--- src/rtl/regfile_scoreboard.sv ---
// regfile_scoreboard
//   Register file with a per-register busy scoreboard for the pipelined core.
//   Two combinational read ports with same-cycle write forwarding, one
//   synchronous write port, and RAW-hazard stall generation for decode.
//   Optional hardwired-zero r0 (ZERO_R0=1).
// Ports
//   clock, reset              rising-edge clock, async active-low reset
//   rd_addr1/2, rd_use1/2     read indices and "operand consumed" qualifiers
//   rd_data1/2, stall         read data (comb) and RAW-hazard stall (comb)
//   claim_en, claim_addr      issuing instruction marks its destination busy
//   wr_en, wr_addr, wr_data   writeback: stores data and retires busy bit
//   flush                     clears every busy bit, data untouched
//   busy_vec, busy_count      registered busy bits and their popcount
module regfile_scoreboard #(
  parameter int DATA_W   = 16,
  parameter int NUM_REGS = 8,
  parameter int ADDR_W   = 3,
  parameter int ZERO_R0  = 0,
  parameter int CNT_W    = 4
) (
  input  logic                clock,
  input  logic                reset,
  input  logic [ADDR_W-1:0]   rd_addr1,
  input  logic [ADDR_W-1:0]   rd_addr2,
  input  logic                rd_use1,
  input  logic                rd_use2,
  output logic [DATA_W-1:0]   rd_data1,
  output logic [DATA_W-1:0]   rd_data2,
  output logic                stall,
  input  logic                claim_en,
  input  logic [ADDR_W-1:0]   claim_addr,
  input  logic                wr_en,
  input  logic [ADDR_W-1:0]   wr_addr,
  input  logic [DATA_W-1:0]   wr_data,
  input  logic                flush,
  output logic [NUM_REGS-1:0] busy_vec,
  output logic [CNT_W-1:0]    busy_count
);

  localparam bit Z0 = (ZERO_R0 != 0);

  logic [NUM_REGS-1:0][DATA_W-1:0] regs_q, regs_d;
  logic [NUM_REGS-1:0]             busy_q, busy_d;
  logic [CNT_W-1:0]                count_q, count_d;

  // r0 is read-only when hardwired to zero; gate writes/claims there.
  logic wr_ok, claim_ok;
  assign wr_ok    = wr_en    && !(Z0 && wr_addr    == '0);
  assign claim_ok = claim_en && !(Z0 && claim_addr == '0);

  always_comb begin
    regs_d = regs_q;
    if (wr_ok) regs_d[wr_addr] = wr_data;
  end

  // Priority: flush > claim > write-retire > hold. Claim beats a same-cycle
  // write so a new producer issued on the retire cycle keeps the reg busy.
  always_comb begin
    busy_d  = busy_q;
    count_d = '0;
    for (int i = 0; i < NUM_REGS; i++) begin
      if (flush)                                       busy_d[i] = 1'b0;
      else if (claim_ok && claim_addr == ADDR_W'(i))   busy_d[i] = 1'b1;
      else if (wr_ok && wr_addr == ADDR_W'(i))         busy_d[i] = 1'b0;
      count_d = count_d + CNT_W'(busy_d[i]);
    end
  end

  always_ff @(posedge clock or negedge reset) begin
    if (!reset) begin
      regs_q  <= '0;
      busy_q  <= '0;
      count_q <= '0;
    end else begin
      regs_q  <= regs_d;
      busy_q  <= busy_d;
      count_q <= count_d;
    end
  end

  // Read ports: forwarding from the write port, and a retiring write clears
  // the hazard in the same cycle. Outputs forced quiet while reset is low.
  logic [1:0][ADDR_W-1:0] rd_addr_a;
  logic [1:0]             rd_use_a;
  logic [1:0][DATA_W-1:0] rd_data_a;

  assign rd_addr_a = {rd_addr2, rd_addr1};
  assign rd_use_a  = {rd_use2, rd_use1};

  always_comb begin
    logic hit, zero, pend;
    hit       = 1'b0;
    zero      = 1'b0;
    pend      = 1'b0;
    stall     = 1'b0;
    rd_data_a = '0;
    for (int p = 0; p < 2; p++) begin
      hit  = wr_ok && wr_addr == rd_addr_a[p];
      zero = Z0 && rd_addr_a[p] == '0;
      rd_data_a[p] = hit ? wr_data : regs_q[rd_addr_a[p]];
      pend = busy_q[rd_addr_a[p]] && !hit;
      if (zero || !reset) begin
        rd_data_a[p] = '0;
        pend         = 1'b0;
      end
      stall = stall || (rd_use_a[p] && pend);
    end
  end

  assign rd_data1   = rd_data_a[0];
  assign rd_data2   = rd_data_a[1];
  assign busy_vec   = busy_q;
  assign busy_count = count_q;

endmodule

--- config.mk ---
export PLATFORM = sky130hd
export DESIGN_NAME = regfile_scoreboard
export DESIGN_NICKNAME = d
export VERILOG_FILES = /design/src/rtl/regfile_scoreboard.sv
export SDC_FILE = /design/constraint.sdc
export NUM_CORES = 1
export LEC_CHECK = 0
export CORE_ASPECT_RATIO = 1.5
export CORE_MARGIN = 1.5
export CORE_UTILIZATION = 44
export CTS_CLUSTER_SIZE = 12
export DETAILED_ROUTE_END_ITERATION = 10
export DONT_BUFFER_PORTS = 1
export GPL_TIMING_DRIVEN = 0
export SYNTH_ARGS = -nofsm -noshare
export SYNTH_HDL_FRONTEND = slang
export SYNTH_SLANG_ARGS = --single-unit
--- constraint.sdc ---
create_clock -name clock -period 5.9 [get_ports clock]
set_input_delay 1.18 -clock clock [delete_from_list [all_inputs] [get_ports clock]]
set_output_delay 1.18 -clock clock [all_outputs]
set_load 0.02 [all_outputs]
# Word level (Yosys, flattened, before mapping)
# Cells that the tools add are included.
# totals
ff_bits,140
output_inout_bits,45
wordCells,106
# classes
n_addsub,7
order_cmp,4
eq_ne,16
muxes,41
reduce_logical,28
# op_table
op,count
$bwmux W128,1
$mux W16,7
$bmux W16 S3,2
$demux W16 S3,1
$mux W1,28
$eq A3 B3 Y1 const B,8
$logic_and A1 B1 Y1,23
$add A4 B1 Y4,4
$eq A3 B2 Y1 const B,4
$lt A3 B4 Y1 const B,3
$bmux W1 S3,2
$eq A3 B1 Y1 const B,2
$eq A3 B3 Y1,2
$logic_not A3 Y1,2
$add A3 B1 Y4,1
$add A2 B1 Y3,1
$ge A3 B1 Y1 const B,1
$add A1 B1 Y2,1
$logic_not A1 Y1,2
$logic_or A1 B1 Y1,1

# Depth between registers and ports, before layout
# logic_depth
word_depth,12
mapped_depth,15
mapped_depth_nobuf,13

# Worst setup path after synthesis
# No wires, ideal clock.
# synth_path
kind,input -> register
start,input wr_addr[2]
end,register count_q[2] (netlist: busy_count[2])
arrival_ns,4.376
required_ns,5.777
setup_slack_ns,1.402
stages,14
n_path_buf,1
path_cell_list,buf_4 -> nor2b_4 -> nor3b_4 -> nand2b_1 -> a21oi_1 -> fa_1 -> inv_1 -> fa_1 -> inv_1 -> fa_1 -> ha_1 -> inv_1 -> fa_1 -> xnor2_1
# synth_via
elab_chain_len,12
word_cells_on_any_way,47
# synth_rtl
element,line,text
"start, declared",33,"input logic [ADDR_W-1:0] wr_addr,"
$logic_not A3 Y1,64,else if (wr_ok && wr_addr == ADDR_W'(i)) busy_d[i] = 1'b0;
$logic_and A1 B1 Y1,64,
$mux W1,64,
$mux W1,63,else if (claim_ok && claim_addr == ADDR_W'(i)) busy_d[i] = 1'b1;
$mux W1,62,if (flush) busy_d[i] = 1'b0;
via busy_d[0],43,"logic [NUM_REGS-1:0] busy_q, busy_d;"
$add A1 B1 Y2,65,count_d = count_d + CNT_W'(busy_d[i]);
$add A2 B1 Y3,65,
$add A3 B1 Y4,65,
$add A4 B1 Y4 (4 in series),65,
via count_d[2],44,"logic [CNT_W-1:0] count_q, count_d;"
"end signal, assigned",77,count_q <= count_d;
"end, declared",44,
# The timed path passes the listed nets, and every way through them passes these cells.
# A chain may end at the register's enable or synchronous reset.

# Worst setup path in the final report
# layout_path
start,input wr_addr[2]
end,register count_q[1] (netlist: busy_count[1])
# layout_via
word_cells_on_any_way,47
# layout_lines
element,line
$eq A3 B2 Y1,64
$logic_and A1 B1 Y1,64
$mux W1,64
$mux W1,63
$mux W1,62
via busy_d[3],43
$add A3 B1 Y4,65
$add A4 B1 Y4 (4 in series),65
via count_d[1],44
# The timed path passes the listed nets, and every way through them passes these cells.

==> metrics.md <==
| Metric | Value |
|---|---|
| Setup TNS | 0 ns |
| Main synth FF type | dfrtp_1 |
| Cell row count | 60 |
| Slew Limit Fails | 0 |
| Initial Util | around 45% |
| Initial antenna violation count | 0 |
| Clock power frac | approximately a third |
| Final nets | approximately 660 |
| Finished Layout Cells | between 800 and 900 |
| Syn Area/Cell | ~14 sq um |
| Combinational power share | ~23% |
| Place WS | approximately 0.89 ns |
| Post-synth ARST share | 100% |
| # hold bufs at CTS | 0 |
| Post-CTS sizing | 0 |
| First-pass GRT wire length | 34.8 mm |
| GRT Residual Overflow | 0 |
| Clk buf depth | 2 |
| WP data required | around 6.2 ns |
| Placed Cells incl. Taps | about 810 |
| Post-Syn Nets | approximately 640 |
| Die Width | around 110 um |
| Root Buffer | clkbuf_16 |
| Final Cycle Share | 77.0% |
| Diodes inserted | 0 |
| Largest net degree at the start of global routing | 147 |
| CP Data Arrival Time | 4.87 ns |
| Min-delay worst type | primary input to asynchronous set/reset pin |
| Kind of critical path | primary input to flip-flop |
| CTS tree | yes |
| Port buffer count | 0 |
| Yosys cell types | 36 |
| Crit path time final | between 4 and 5 ns |
| Switching power | around 880 uW |
| Number of global-route vias before repair | about 5700 |
| Final Wtd Congestion | around 0.8 |
| Iter 0 DRT Violations | between 300 and 400 |
| Ys Warns | 0 |
| DRC viols | 0 |
| Skew final | just over 0.0005 ns |
| Hold_ws | between 0.4 and 0.5 ns |
| Post-Synthesis Cell Area | 0.00806 sq mm |
| Peak VDD IR | 195 uV |
| MaxCap Viol Count | 0 |
| P&R area growth vs syn | 10.5% |
| Switching Fraction | 28.9% |
| RSZ-0062 raised after global routing | false |
| # IOs | 80 |
| Drt first pass iters | 5 |
| Setup bufs post-CTS | 0 |
| Leak | around 3.6 nW |
| Detailed Place HPWL | between 15 and 20 mm |
| H-tree levels | 4 |
| Share of power burned in registers | 43.2% |
| Crit start category | primary input |
| Commonest non-fill, non-tap cell in the layout | dfrtp_1 |
| Yosys reg bits | 140 |
| Critical path peak fanout | 10 |
| GRT Overall Usage | 25.1% |
| Routed wire length | 23.0 mm |
| Clk pin slew, worst setup/hold paths | roughly 0.06 ns |
| Post-synth EDFFs | 0 |
| Post-route worst setup slack | 1.35 ns |
| Final instance area | between 0.008 and 0.009 sq mm |
| Pwr Density | 340 mW/mm^2 |
| Full die area | around 0.019 sq mm |
| Vias per std cell | 6.27 |
| Max_slew headroom | approximately 47% |
| Remaining antenna violation count | 0 |
| Share of layout cells above drive strength 1 | ~43% |
| Fmax | ~220 MHz |
| Slew @ Worst Pin | 0.783 ns |
| Post-synthesis cell count | around 600 |
| DR vias | around 5300 |
| Num CTS Buffers | 17 |
| Sequential element share of the synthesized area | 43.4% |
| Clk sink count | 140 |
| Final Setup Violations | 0 |
| Tot Pwr | between 3 and 4 mW |
| CP Capture Type | flip-flop |
| Most frequent cells in the layout | dfrtp_1 (140), mux2_2 (119), mux4_2 (64) |
| Internal | around 2.2 mW |
| Finished Core Util | 49.7% |
| Worst-skew pair later-pin latency | approximately 0.42 ns |
| Drt wl/cell | 27.3 um |
| Hold Fails Final Rpt | 0 |
| Outcome | finished, final reports clean |
| Cell area after placement | 0.00834 sq mm |
| Die Height | roughly 170 um |
| Core area | between 0.015 and 0.02 sq mm |
==> worst max-delay path: stages <==
cell and delay [ns]:
buf_4 0.16, nor2b_4 0.14, nand3_2 0.29, buf_2 0.38, a32oi_1 0.22, nor2_1 0.10
fa_1 0.52, inv_1 0.05, fa_1 0.48, inv_1 0.05, fa_1 0.49, ha_1 0.17
inv_1 0.06, fa_1 0.53, inv_1 0.04
==> registers in the layout, summed over array words and instances, names as in the netlist <==
register	count
busy_vec	8
regs_q	128
busy_count	4
==> logic make-up (layout without fill, tap and decap cells) <==
family | after synthesis | after routing | share of synthesized area (%)
adders and majority gates | 7 | 7 | 1.46
DFF | 140 | 140 | 43.4
xor gates and xnor gates | 7 | 7 | 0.760
buffers and inverters | 73 | 105 | 4.81
and+or+nand+nor | 72 | 72 | 4.84
muxes | 216 | 216 | 39.2
AOI/OAI and AO/OA | 80 | 80 | 5.48
==> worst paths after layout <==
check	slack, ns	end	depth (start not counted)	start
worst max register to register	2.58	busy_count[1]	11	busy_vec[3]
worst min register to register	0.52	regs_q[110]	1	regs_q[110]
min in group clock	0.52	regs_q[110]	1	regs_q[110]
worst max-delay path	1.35	busy_count[1]	15	wr_addr[2]
worst min-delay path	0.44	regs_q[64]	0	reset
max in group asynchronous	5.15	regs_q[13]	0	reset
==> power groups by stage <==
stage / registers [mW] / logic (mW) / clock network [mW]
2_1_floorplan: 1.27 / 0.569 / 0
3_3_place_gp: 1.30 / 0.666 / 0
3_5_place_dp: 1.32 / 0.686 / 0
4_1_cts: 1.31 / 0.686 / 1.05
5_1_grt: 1.33 / 0.724 / 1.09
6_report: 1.31 / 0.680 / 1.04
==> cell type report <==
type,instances,area (sq um)
clock inverters,13,120
clock buffers,19,453
well taps,217,272
plain buffers,61,343
fillers,1565,9030
flip-flops and latches,140,3500
multi-input cells,382,4170
inverters,12,45.0
==> per-layer routing <==
layer	vias up	GRT usage, %	share of wire [%]
met2	135	45.4	55
li1	2259	-	-
met3	42	4.12	3.3
met1	2855	29.2	39
met5	-	0	0
met4	0	10.9	3.1
==> cells in the mapped netlist (all sizes together) (9+ instances only) <==
master	number	share of area [%]
dfrtp	140	43
mux2	129	18
mux4	64	18
buf	52	3.8
nand2	39	1.8
o21ai	32	2.0
a21oi	24	1.5
mux2i	23	2.9
a31oi	18	1.4
inv	11	0.51
clkbuf	9	0.42
Note: power is estimated with default switching activity, not from simulation.
